==> src/rtl/uc_pkg.sv <==
// Shared unit-clause types: signed literal type, empty-literal constant,
// selection mode encoding and a magnitude helper.
package uc_pkg;

  localparam int LIT_IDX_MAX = 63;
  localparam int LIT_W_DEF   = $clog2(LIT_IDX_MAX) + 1;

  typedef logic signed [LIT_W_DEF-1:0] lit_t;

  localparam lit_t LIT_NONE = '0;

  typedef enum logic {
    MODE_FIFO = 1'b0,
    MODE_PQ   = 1'b1
  } mode_e;

  // Unsigned magnitude of a signed literal (the most negative code is never used)
  function automatic logic [LIT_W_DEF-1:0] lit_abs(input lit_t lit);
    return lit[LIT_W_DEF-1] ? LIT_W_DEF'(-lit) : LIT_W_DEF'(lit);
  endfunction

endpackage

==> src/rtl/uc_min_select.sv <==
// Priority-queue selector: a binary tournament over {valid, |lit|, slot}
// returning the slot holding the smallest magnitude, lowest slot on ties.
module uc_min_select
  import uc_pkg::*;
#(
  parameter int DEPTH = 8,
  parameter int LIT_W = LIT_W_DEF
) (
  input  logic [DEPTH-1:0]            slotValid_i,
  input  logic [DEPTH-1:0][LIT_W-1:0] slotLit_i,
  output logic [$clog2(DEPTH)-1:0]    selIdx_o
);

  localparam int IDX_W  = $clog2(DEPTH);
  localparam int LEAVES = 1 << IDX_W;

  // Heap-indexed tree: leaves at LEAVES+i, each parent keeps the better child (left wins ties)
  always_comb begin : treeSelect
    logic             nodeValid [2*LEAVES];
    logic [LIT_W-1:0] nodeAbs   [2*LEAVES];
    logic [IDX_W-1:0] nodeIdx   [2*LEAVES];
    for (int n = 0; n < 2*LEAVES; n++) begin
      nodeValid[n] = 1'b0;
      nodeAbs[n]   = '0;
      nodeIdx[n]   = '0;
    end
    for (int i = 0; i < DEPTH; i++) begin
      nodeValid[LEAVES+i] = slotValid_i[i];
      nodeAbs[LEAVES+i]   = slotLit_i[i][LIT_W-1] ? ((~slotLit_i[i]) + LIT_W'(1)) : slotLit_i[i];
      nodeIdx[LEAVES+i]   = IDX_W'(i);
    end
    for (int n = LEAVES - 1; n >= 1; n--) begin
      if (nodeValid[2*n] && (!nodeValid[2*n+1] || (nodeAbs[2*n] <= nodeAbs[2*n+1]))) begin
        nodeValid[n] = nodeValid[2*n];
        nodeAbs[n]   = nodeAbs[2*n];
        nodeIdx[n]   = nodeIdx[2*n];
      end else begin
        nodeValid[n] = nodeValid[2*n+1];
        nodeAbs[n]   = nodeAbs[2*n+1];
        nodeIdx[n]   = nodeIdx[2*n+1];
      end
    end
    selIdx_o = nodeIdx[1];
  end

endmodule

==> src/rtl/eng_uc_queue.sv <==
// Per-engine implied-unit-clause queue. Stores literals oldest-first in a
// compacted array, presents FIFO head or smallest magnitude to the arbiter,
// and snoops the arbiter broadcast to purge assigned literals and flag conflicts.
module eng_uc_queue
  import uc_pkg::*;
#(
  parameter int DEPTH = 8,
  parameter int LIT_W = LIT_W_DEF
) (
  input  logic                     clk,
  input  logic                     rst,
  input  logic                     push_valid,
  input  logic signed [LIT_W-1:0]  push_lit,
  input  logic                     pop,
  input  logic                     bcast_valid,
  input  logic signed [LIT_W-1:0]  uca2eng,
  input  logic                     input_mode,
  output logic signed [LIT_W-1:0]  eng2uca_min,
  output logic                     eng2uca_valid,
  output logic                     eng2uca_empty,
  output logic                     eng2uca_full,
  output logic                     conflict,
  output logic                     overflow,
  output logic [$clog2(DEPTH):0]   count
);

  localparam int IDX_W = $clog2(DEPTH);
  localparam int CNT_W = $clog2(DEPTH) + 1;

  logic [DEPTH-1:0][LIT_W-1:0] slotLit_q, slotLit_d;
  logic [CNT_W-1:0]            count_q, count_d;
  logic                        conflict_q, conflict_d;
  logic                        overflow_q, overflow_d;

  logic [DEPTH-1:0]            slotValid;
  logic [DEPTH-1:0]            keep;
  logic [IDX_W-1:0]            pqIdx;
  logic [IDX_W-1:0]            selIdx;
  logic [CNT_W-1:0]            keepCount;
  logic signed [LIT_W-1:0]     negBcast;
  logic signed [LIT_W-1:0]     negPush;
  logic                        popFire;
  logic                        purgeConflict;
  logic                        dupHit;
  logic                        negHit;
  logic                        pushReq;
  logic                        bcSame;
  logic                        bcNeg;
  logic                        pushConflict;
  logic                        pushCandidate;
  logic                        pushAccept;
  logic                        pushOverflow;

  // Storage is compacted, so a slot holds a literal exactly when it lies below the count
  always_comb begin
    for (int i = 0; i < DEPTH; i++) begin
      slotValid[i] = (CNT_W'(i) < count_q);
    end
  end

  uc_min_select #(
    .DEPTH (DEPTH),
    .LIT_W (LIT_W)
  ) u_minSelect (
    .slotValid_i (slotValid),
    .slotLit_i   (slotLit_q),
    .selIdx_o    (pqIdx)
  );

  assign selIdx   = (input_mode == MODE_PQ) ? pqIdx : '0;
  assign popFire  = pop && (count_q != '0);
  assign negBcast = -uca2eng;
  assign negPush  = -push_lit;

  // Decide which stored slots survive the pop and the broadcast purge, and spot complements of the broadcast
  always_comb begin
    keep          = '0;
    purgeConflict = 1'b0;
    for (int i = 0; i < DEPTH; i++) begin
      keep[i] = slotValid[i]
              && !(popFire && (selIdx == IDX_W'(i)))
              && !(bcast_valid && (slotLit_q[i] == uca2eng));
      if (bcast_valid && slotValid[i] && (slotLit_q[i] == negBcast)) begin
        purgeConflict = 1'b1;
      end
    end
  end

  // Number of survivors, which is also where an accepted push lands
  always_comb begin
    keepCount = '0;
    for (int i = 0; i < DEPTH; i++) begin
      keepCount = keepCount + CNT_W'(keep[i]);
    end
  end

  // Look for the pushed literal or its complement among the survivors
  always_comb begin
    dupHit = 1'b0;
    negHit = 1'b0;
    for (int i = 0; i < DEPTH; i++) begin
      if (keep[i] && (slotLit_q[i] == push_lit)) dupHit = 1'b1;
      if (keep[i] && (slotLit_q[i] == negPush))  negHit = 1'b1;
    end
  end

  assign pushReq       = push_valid && (push_lit != '0);
  assign bcSame        = bcast_valid && (push_lit == uca2eng);
  assign bcNeg         = bcast_valid && (push_lit == negBcast);
  assign pushConflict  = pushReq && !dupHit && !bcSame && (negHit || bcNeg);
  assign pushCandidate = pushReq && !dupHit && !bcSame && !negHit && !bcNeg;
  assign pushAccept    = pushCandidate && (keepCount < CNT_W'(DEPTH));
  assign pushOverflow  = pushCandidate && (keepCount >= CNT_W'(DEPTH));

  // Slide survivors down to their prefix-sum position and append the accepted push behind them
  always_comb begin : compactBlock
    logic [CNT_W-1:0] wrIdx;
    slotLit_d = '0;
    wrIdx     = '0;
    for (int i = 0; i < DEPTH; i++) begin
      if (keep[i]) begin
        slotLit_d[wrIdx[IDX_W-1:0]] = slotLit_q[i];
        wrIdx = wrIdx + CNT_W'(1);
      end
    end
    if (pushAccept) begin
      slotLit_d[keepCount[IDX_W-1:0]] = push_lit;
    end
  end

  assign count_d    = keepCount + CNT_W'(pushAccept);
  assign conflict_d = conflict_q | purgeConflict | pushConflict;
  assign overflow_d = overflow_q | pushOverflow;

  // Queue state and sticky flags; reset overrides everything else in its cycle
  always_ff @(posedge clk) begin
    if (rst) begin
      slotLit_q  <= '0;
      count_q    <= '0;
      conflict_q <= 1'b0;
      overflow_q <= 1'b0;
    end else begin
      slotLit_q  <= slotLit_d;
      count_q    <= count_d;
      conflict_q <= conflict_d;
      overflow_q <= overflow_d;
    end
  end

  assign eng2uca_empty = (count_q == '0);
  assign eng2uca_valid = !eng2uca_empty;
  assign eng2uca_full  = (count_q == CNT_W'(DEPTH));
  assign eng2uca_min   = eng2uca_empty ? LIT_W'(LIT_NONE) : slotLit_q[selIdx];
  assign conflict      = conflict_q;
  assign overflow      = overflow_q;
  assign count         = count_q;

endmodule

==> config.mk <==
export PLATFORM = sky130hd
export DESIGN_NAME = eng_uc_queue
export DESIGN_NICKNAME = d
export VERILOG_FILES = /design/src/rtl/uc_pkg.sv /design/src/rtl/uc_min_select.sv /design/src/rtl/eng_uc_queue.sv
export SDC_FILE = /design/constraint.sdc
export NUM_CORES = 1
export LEC_CHECK = 0
export ABC_AREA = 1
export CAP_MARGIN = 0
export CORE_MARGIN = 1
export CORE_UTILIZATION = 40
export DETAILED_ROUTE_END_ITERATION = 6
export PLACE_DENSITY_LB_ADDON = 0.15
export SLEW_MARGIN = 10
export SYNTH_ARGS = -nofsm -noshare
export SYNTH_HDL_FRONTEND = slang
export SYNTH_SLANG_ARGS = --single-unit
==> constraint.sdc <==
create_clock -name clk -period 9.1 [get_ports clk]
set_input_delay 1.82 -clock clk [delete_from_list [all_inputs] [get_ports clk]]
set_output_delay 1.82 -clock clk [all_outputs]
set_load 0.03 [all_outputs]
==> metrics.cfg, run 1 <==
[die]
start_util_pct=40.7
rows=66
core_sq_um=32500
dieWidth_um=184
io_pins=36
dieArea_sq_um=33800
die_h_um=184

[worst_hold_path]
min_delay_worst_endpoint=overflow$_SDFF_PP0_
holdPathStages=1
min-delay-path-class=register to register
min_from=overflow$_SDFF_PP0_

[worst_setup_path]
startpoint_type=register
rr_startpoint=slotLit_q[42]$_SDFF_PP0_
worstSetupPathType=register to output port
crit_slowest_cell=dfxtp_1
rrSetupSlack_ns=0.40
crit_fanout=15
r2r-end=slotLit_q[39]$_SDFF_PP0_
critPathMostFrequentCell=nand2_1
r2r_cells=58
critPathMaxStageDelay_ns=0.53
cp.arrival_ns=6.98
cp-end-kind=output port
crit_required_ns=7.28

[finish]
fill_cells=3545
nNetsFinal=2558
areaGrowthSynthToFinish_pct=17.5
drive_gt1_share_pct=15.0
fin_util_pct=47.8
diodes=0

[drt]
wl_um=74300
drcViolationCount=1
via_count=17447
ant_nets=0
viasPerCell=6.00
wire_per_inst_um=25.6
drt_iter0_drc=2232
firstDrtPassIters=7

[global_routing]
grt.overflow.total=0
grt_pass1_wl_um=107000
gr-usage-all-layers_pct=43.6
grt_pass1_vias=16013
grt_max_degree=57
antenna_found_initial=0

[clock_tree]
clk_pin_slew_ns=0.06
cts-buffers-inserted=9
cts_tree=yes
cts_root_buf=clkbuf_16
cts_max_level=3
holdBufCountCts=0
clk_path_buf_depth=2
clock_latency_ns=0.35
clock_sinks=62

[logic_synthesis]
ys_seq_area_share_pct=9.37
synth_async_sr_flop_share_pct=0
synth_nets=2452
synth_edf_count=0
netlist_area_sq_um=13200
synth.distinct_cells=60
ys.flop_type=dfxtp_1
syn_avg_cell_area_sq_um=5.62
ys_warn_count=0
ys_ff_latch=62
syn_inst=2355

[sta]
setup_viol_count_final=0
max_slew_margin_pct=37.9
skew_ns=0.00627
fin_crit_ns=8.80
finalHoldViolCount=0
slew_viol_final=0
whs_ns=0.479
fmax_ghz=0.114
fin_crit_sh_pct=96.8
tightest_slew_ns=0.928

[run_status]
violations=design-rule violations
status=complete, but fails checks

[power]
leakagePower_nw=7.42
power_density_nw_per_um2=182
vdd_drop_max_mv=0.108

[place]
place_congestion=1.04
hpwlAfterDp_um=57600
io_buffer_count=35

[flow_run]
max-cap-violations=0

[per-layer routing]
layer	track usage (%)	vias to the layer above	wire length [um]
met1	55.8	7943	29500
met2	66.6	1217	30800
met5	0	-	0
li1	-	7960	-
met4	28.2	0	5750
met3	8.22	327	8220
[final cells by class]
cell class	count	area, sq um	area share, %
repair inverters	2	15.0	0.0965
repair buffers	221	1760	11.3
inverters	199	762	4.90
well taps	442	553	3.55
clock inverters	7	97.6	0.627
multi-input cells	1966	10900	70.0
clock buffers	9	225	1.45
flip-flops and latches	62	1250	8.06
[worst max path at each step]
| stage | from | to | slack [ns] | cells past startpoint |
|---|---|---|---|---|
| CTS | slotLit_q[8]$_SDFF_PP0_ | eng2uca_min[6] | 0.009 | 38 |
| detailed placement | slotLit_q[35]$_SDFF_PP0_ | slotLit_q[41]$_SDFF_PP0_ | -0.11 | 56 |
| floorplan | slotLit_q[36]$_SDFF_PP0_ | slotLit_q[25]$_SDFF_PP0_ | 0.02 | 62 |
| global placement | slotLit_q[35]$_SDFF_PP0_ | slotLit_q[7]$_SDFF_PP0_ | -0.06 | 49 |
| global route | slotLit_q[21]$_SDFF_PP0_ | eng2uca_min[2] | -0.01 | 39 |
| finish | slotLit_q[42]$_SDFF_PP0_ | eng2uca_min[4] | 0.30 | 38 |
[report_power, final]
group          switching (W)  internal, W
combinational        0.00137     0.000695
clock               0.000156     0.000241
sequential         0.0000649     0.000305
[worst max-delay path: cells and delay by family (launching register included)]
| kind | cells | cell delay, ns |
|---|---|---|
| buffers and inverters | 6 | 0.93 |
| adders and majority gates | 4 | 1.21 |
| AOI/OAI and AO/OA | 6 | 1.64 |
| xor gates and xnor gates | 1 | 0.17 |
| DFF | 1 | 0.53 |
| and+or+nand+nor | 21 | 2.09 |
[Yosys cell counts (all sizes together) (5+ instances only)]
library cell  count  area share [%]
clkbuf           82             2.3
xor2            109             7.3
a41oi            13            0.86
nand3           200             8.1
nor3             45             1.7
dfxtp            62             9.4
a2111oi           6            0.40
nand2           774              23
ha               72             6.8
o22ai            12            0.57
xnor2            70             4.6
o211ai            5            0.28
nand4            60             2.9
nor4             26             1.2
clkinv           17            0.48
a21oi            83             3.2
inv             182             5.2
o2111ai          13            0.86
fa                5            0.76
buf              49             2.0
o21ai           185             7.0
nand3b            7            0.43
nor2            244             8.2
[registers in the layout, summed over array words and instances (netlist names)]
signal,flops
conflict,1
slotLit_q,56
count,4
overflow,1
[placed cells by master (no fill, tap or decap), types with 9 or more instances in the layout]
cell type	count
clkbuf_16	9
inv_1	151
nor2_2	14
nand3_2	9
xor2_1	106
nor2_1	215
a21oi_1	79
o21ai_1	67
nand2_4	18
nor3_1	37
ha_1	71
a41oi_1	13
o21ai_0	115
nand2_1	728
nand3_1	189
nand4_1	59
nand2_2	27
o2111ai_1	13
clkinv_1	16
nor4_1	23
xnor2_1	70
inv_2	26
buf_4	184
o22ai_1	12
clkdlybuf4s50_1	26
dfxtp_1	53
nor2_4	15
[repair_timing]
item                                    CTS  global route
setup buffers                             0            10
endpoints found under the setup margin   55            66
cloned                                    0             5
pin swaps                                 0            16
resized for setup                        15            77
[metrics by stage]
step / TNS [ns] / area (sq um) / setup WS [ns] / total power [W] / cells
global placement: -0.329 / 14900 / -0.0649 / 0.00228 / 2877
global route: -0.0752 / 15600 / -0.0146 / 0.00301 / 2908
detailed placement: -1.70 / 14900 / -0.105 / 0.00229 / 2877
finish: 0 / 15600 / 0.295 / 0.00283 / 2908
floorplan: 0 / 13200 / 0.0233 / 0.00164 / 2355
CTS: 0 / 15200 / 0.00884 / 0.00268 / 2893
[cells by family after synthesis]
logic type,Yosys count,share of synthesized area (%)
flip-flops,62,9.37
AO/OA/AOI/OAI,341,14.8
buffers and inverters,330,9.98
XOR/XNOR,179,11.9
adder cells (fa/ha/maj),77,7.56
AND/OR/NAND/NOR,1366,46.4
(Power assumes the default switching activity.)
==> run 2, diff against run 1 <==
Settings changed: TNS_END_PERCENT from default to 30.
Clock period 9.1 ns to 9 ns, I/O delays scaled along.
==> metrics.cfg, run 2 (synthesized netlist as in run 1, its figures left out) <==
[run_status]
status=completed

[finish]
diodes=0  ; unchanged
fin_util_pct=48.4  ; +0.60 points
drive_gt1_share_pct=16.4  ; +1.3 points
multiInputGateArea_sq_um=11000  ; +1.3%
largest-register=slotLit_q
finalInstanceArea_sq_um=15800  ; +1.2%
final_common_cell=nand2_1
largest_register_ffs=56  ; unchanged
final_cells=2917  ; +0.31%
fill_cells=3592  ; +1.3%
mostFrequentLayoutCells=nand2_1, nor2_1, buf_4, nand3_1, inv_1
areaGrowthSynthToFinish_pct=19.0
regArea_sq_um=1250  ; -0.20%
nNetsFinal=2567  ; +0.35%

[die]
rows=66  ; unchanged
dieArea_sq_um=33800  ; unchanged
die_h_um=184  ; unchanged
io_pins=36  ; unchanged
dieWidth_um=184  ; unchanged
core_sq_um=32500  ; unchanged
start_util_pct=40.7  ; unchanged

[drt]
wire_per_inst_um=25.6  ; +0.11%
wl_um=74600  ; +0.42%
viasPerCell=5.95  ; -0.82%
firstDrtPassIters=6  ; -1
ant_nets=0  ; unchanged
via_count=17357  ; -0.52%
drcViolationCount=0  ; -1
drt_iter0_drc=1944  ; -13%

[sta]
max_slew_margin_pct=36.9  ; -0.97 points
setup_viol_count_final=0  ; unchanged
rsz0062_at_grt=true
fin_crit_sh_pct=96.3
finalHoldViolCount=0  ; unchanged
fmax_ghz=0.115
skew_ns=0.00439  ; -0.00188 ns
tightest_slew_ns=0.943  ; +0.0145 ns
fin_crit_ns=8.66
slew_viol_final=0  ; unchanged

[worst_setup_path]
crit_fanout=14  ; -1
crit_slowest_cell=fa_1
critPathMaxStageDelay_ns=0.64  ; +0.11 ns
crit_required_ns=9.25  ; +1.97 ns
rr_startpoint=slotLit_q[20]$_SDFF_PP0_
worstSetupPathType=register to register
critPathMostFrequentCell=nand2_1
worstSetupStartpoint=slotLit_q[20]$_SDFF_PP0_
startpoint_type=register
cp-end-kind=register
cp.arrival_ns=8.91  ; +1.93 ns

[clock_tree]
clk_pin_slew_ns=0.06  ; about the same
clock_latency_ns=0.35  ; about the same
clk_path_buf_depth=2  ; unchanged
clock_sinks=62  ; unchanged
cts_tree=yes
cts_root_buf=clkbuf_16
holdBufCountCts=0  ; unchanged
cts-buffers-inserted=9  ; unchanged
cts_max_level=3  ; unchanged

[global_routing]
gr-usage-all-layers_pct=43.8  ; +0.24 points
grt_max_degree=55  ; -3.5%
grt_pass1_wl_um=106000  ; -0.12%
grt.overflow.total=0  ; unchanged
grt_pass1_vias=16055  ; +0.26%
antenna_found_initial=0  ; unchanged

[place]
place_congestion=1.05  ; about the same
dp.cells=2889  ; +0.42%
placed_area_sq_um=15000  ; +0.49%
hpwlAfterDp_um=57500  ; about the same
io_buffer_count=35  ; unchanged

[worst_hold_path]
min-delay-path-class=register to register
min_from=overflow$_SDFF_PP0_

[power]
vdd_drop_max_mv=0.116  ; +7.3%
power_density_nw_per_um2=184  ; +1.1%
leakagePower_nw=7.49  ; +1.0%
fin_total_pwr_w=0.00290  ; +2.3%

[flow_run]
max-cap-violations=0  ; unchanged

[run 2: cell count changes in the layout (fill, tap and decap cells not counted), sizes merged]
| cell | change |
|---|---|
| nor2 | -1 |
| buf | +15 |
| dlymetal6s2s | -2 |
| clkdlybuf4s50 | +3 |
| nand2 | +1 |
| dlygate4sd2 | -4 |
| clkbuf | +1 |
| clkdlybuf4s15 | -1 |
| clkinvlp | -3 |
[run 2: path summary, 6_finish.rpt]
| path | slack [ns] | endpoint | cells past startpoint |
|---|---|---|---|
| worst max-delay path | 0.34 | slotLit_q[35]$_SDFF_PP0_ | 50 |
| worst min-delay path | 0.47 | overflow$_SDFF_PP0_ | 1 |
| worst max register to register | 0.34 | slotLit_q[35]$_SDFF_PP0_ | 50 |
| worst min register to register | 0.47 | overflow$_SDFF_PP0_ | 1 |
[run 2: worst max-delay path: cells and delay by family, from the launching register on]
family | cells | cell delay [ns]
buffers and inverters | 11 | 1.27
adders and majority gates | 8 | 3.26
DFF | 1 | 0.38
xor gates and xnor gates | 1 | 0.54
AOI/OAI and AO/OA | 4 | 0.63
and+or+nand+nor | 26 | 2.47
[run 2: layout make-up]
type                       count  area share [%]
multi-input combinational   1966            70.0
timing repair buffer         232            11.6
sequential                    62            7.95
inverter                     199            4.91
tap                          442            3.51
clock buffer                  10            1.45
clock inverter                 6           0.548
[run 2: metrics by stage]
| step | setup TNS [ns] | worst slack, ns | hold slack [ns] |
|---|---|---|---|
| 2_1_floorplan | 0 | 0.0253 | 0.614 |
| 3_3_place_gp | -2.81 | -0.222 | 0.453 |
| 3_5_place_dp | -6.50 | -0.229 | 0.457 |
| 4_1_cts | 0 | 0.0359 | 0.475 |
| 5_1_grt | -0.143 | -0.0303 | 0.504 |
| 6_report | 0 | 0.337 | 0.470 |
[run 2: repair_timing]
| action | in CTS | in global routing |
|---|---|---|
| resized for setup | 10 | 109 |
| endpoints found under the hold margin | 0 | 0 |
| setup buffers | 0 | 9 |
| endpoints found under the setup margin | 63 | 67 |
| gates cloned | 0 | 3 |
| pin swaps | 0 | 8 |
[run 2: routing by layer]
metal  up-vias  GRT usage (%)  wire, um
li1       7971              -         -
met1      7957           55.7     29900
met2      1124           65.7     30800
met3       305           10.7      8320
met4         0           28.1      5560
met5         -              0         0
[run 2: power breakdown]
part           switching, W  leakage (nW)  internal, W
Combinational       0.00143          6.83     0.000726
Sequential        0.0000521         0.506     0.000307
Clock              0.000144         0.152     0.000242
Total               0.00162          7.49      0.00128
==> run 3, diff against run 2 <==
Settings changed: SETUP_SLACK_MARGIN from default to 0.3.
==> metrics.cfg, run 3 (synthesized netlist as in run 1, its figures left out) <==
[run_status]
status=completed

[worst_setup_path]
critPathMostFrequentCell=nand2_4
crit_family=adder cells
cp_num_buf_inv=10  ; -1
startpoint_type=register
worstSetupPathType=register to register
crit_slowest_cell=fa_2
crit_required_ns=9.25  ; about the same
critPathMaxStageDelay_ns=0.57  ; -0.07 ns
crit_fanout=8  ; -6
cp-end-kind=register
cp.arrival_ns=8.70  ; -0.21 ns

[worst_hold_path]
min-delay-path-class=register to register

[die]
dieWidth_um=184  ; unchanged
die_h_um=184  ; unchanged
io_pins=36  ; unchanged
start_util_pct=40.7  ; unchanged
dieArea_sq_um=33800  ; unchanged
rows=66  ; unchanged
core_sq_um=32500  ; unchanged

[global_routing]
antenna_found_initial=0  ; unchanged
grt.overflow.total=0  ; unchanged
grt_max_degree=57  ; +3.6%
grt_pass1_vias=16529  ; +3.0%
gr-usage-all-layers_pct=43.6  ; -0.18 points
grt_pass1_wl_um=107000  ; +0.39%

[power]
leakagePower_nw=8.02  ; +7.0%
vdd_drop_max_mv=0.133  ; +15%
power_density_nw_per_um2=187  ; +1.5%
clkPwrFrac_pct=12.4  ; -0.9 points
p_comb_share_pct=75.9  ; +1.6 points
swShare_pct=54.2  ; -1.8 points
p_sw_w=0.00170  ; +4.9%
seq_power_share_pct=11.8  ; -0.6 points
p_int_w=0.00144  ; +13%

[finish]
final_common_cell=nand2_1
mostFrequentLayoutCells=nand2_1, buf_4, nor2_1, nand3_1, inv_1
fin_util_pct=51.7  ; +3.3 points
regArea_sq_um=1270  ; +1.6%
diodes=0  ; unchanged
drive_gt1_share_pct=21.7  ; +5.3 points
multiInputGateArea_sq_um=11300  ; +2.0%
areaGrowthSynthToFinish_pct=27.0
largest-register=slotLit_q
fill_cells=3528  ; -1.8%
nNetsFinal=2667  ; +3.9%
largest_register_ffs=56  ; unchanged
final_cells=3017  ; +3.4%

[sta]
fmax_ghz=0.118  ; +2.5%
rsz0062_at_grt=false
finalHoldViolCount=0  ; unchanged
whs_ns=0.474  ; +0.00377 ns
setup_viol_count_final=0  ; unchanged
setup_slack_ns=0.548  ; +0.211 ns
fin_crit_sh_pct=93.9  ; -2.3 points
tns_ns=0  ; unchanged
skew_ns=0.00573  ; +0.00133 ns
slew_viol_final=0  ; unchanged
tightest_slew_ns=1.18  ; +0.235 ns
max_slew_margin_pct=21.0  ; -16 points
fin_crit_ns=8.45  ; -0.211 ns

[place]
place_ws_ns=0.0313  ; +0.260 ns
hpwlAfterDp_um=58100  ; +0.94%
io_buffer_count=35  ; unchanged
dp.cells=2972  ; +2.9%
place_congestion=1.03  ; -1.9%

[drt]
ant_nets=0  ; unchanged
firstDrtPassIters=6  ; unchanged
drt_iter0_drc=2040  ; +4.9%
drcViolationCount=0  ; unchanged
via_count=17890  ; +3.1%
wl_um=75000  ; +0.52%
wire_per_inst_um=24.9  ; -2.8%
viasPerCell=5.93  ; -0.35%

[clock_tree]
clk_path_buf_depth=2  ; unchanged
cts_root_buf=clkbuf_16
cts-buffers-inserted=9  ; unchanged
clock_latency_ns=0.35  ; about the same
clk_pin_slew_ns=0.06  ; about the same
clock_sinks=62  ; unchanged
cts_tree=yes
cts_max_level=3  ; unchanged
holdBufCountCts=0  ; unchanged

[flow_run]
max-cap-violations=0  ; unchanged

-- run 3: routing by layer --
layer | GRT usage (%) | vias up | share of wire (%) | wire length, um
li1 | - | 8179 | - | -
met1 | 56.4 | 8212 | 40 | 29900
met2 | 65.2 | 1208 | 41 | 31100
met3 | 9.51 | 291 | 12 | 8670
met4 | 27.8 | 0 | 7.3 | 5440
met5 | 0 | - | 0 | 0
-- run 3: path summary, 6_finish.rpt --
path,from,endpoint,slack [ns],cells past startpoint
setup / recovery,slotLit_q[20]$_SDFF_PP0_,slotLit_q[41]$_SDFF_PP0_,0.55,49
hold / removal,overflow$_SDFF_PP0_,overflow$_SDFF_PP0_,0.47,1
setup reg to reg,slotLit_q[20]$_SDFF_PP0_,slotLit_q[41]$_SDFF_PP0_,0.55,49
hold reg to reg,overflow$_SDFF_PP0_,overflow$_SDFF_PP0_,0.47,1
-- run 3: power groups by stage --
stage	logic (W)	registers (W)	clock network, W
floorplan	0.00132	0.000344	0
global placement	0.00208	0.000362	0
detailed placement	0.00210	0.000361	0
CTS	0.00211	0.000355	0.000390
global route	0.00257	0.000366	0.000397
finish	0.00238	0.000369	0.000388
-- run 3: worst reg2reg max path, delay by kind of cell, from the launching register on --
kind / cells / cell delay [ns]
flip-flops: 1 / 0.38
AND/OR/NAND/NOR: 23 / 2.20
buffers and inverters: 10 / 1.49
AO/OA/AOI/OAI: 6 / 0.93
XOR/XNOR: 2 / 0.45
adder cells (fa/ha/maj): 8 / 2.89
-- run 3: cell type report --
type	instances	share of cell area (%)
multi-input cells	1966	66.9
repair buffers	329	15.7
flip-flops and latches	62	7.56
inverters	199	4.57
well taps	442	3.29
clock buffers	12	1.46
clock inverters	4	0.416
repair inverters	3	0.134
-- run 3: through the flow --
step,total power (W),cell area (sq um)
after CTS,0.00285,16000
after global placement,0.00244,15700
after floorplan,0.00166,13300
after detailed placement,0.00246,15700
final,0.00314,16800
after global routing,0.00333,16800
-- run 3: repair_timing --
item,4_1_cts,5_1_grt
setup endpoints to repair,64,67
endpoints found under the hold margin,0,0
gates cloned,0,10
pin swaps,0,51
setup buffers,0,19
gates resized for setup,13,187
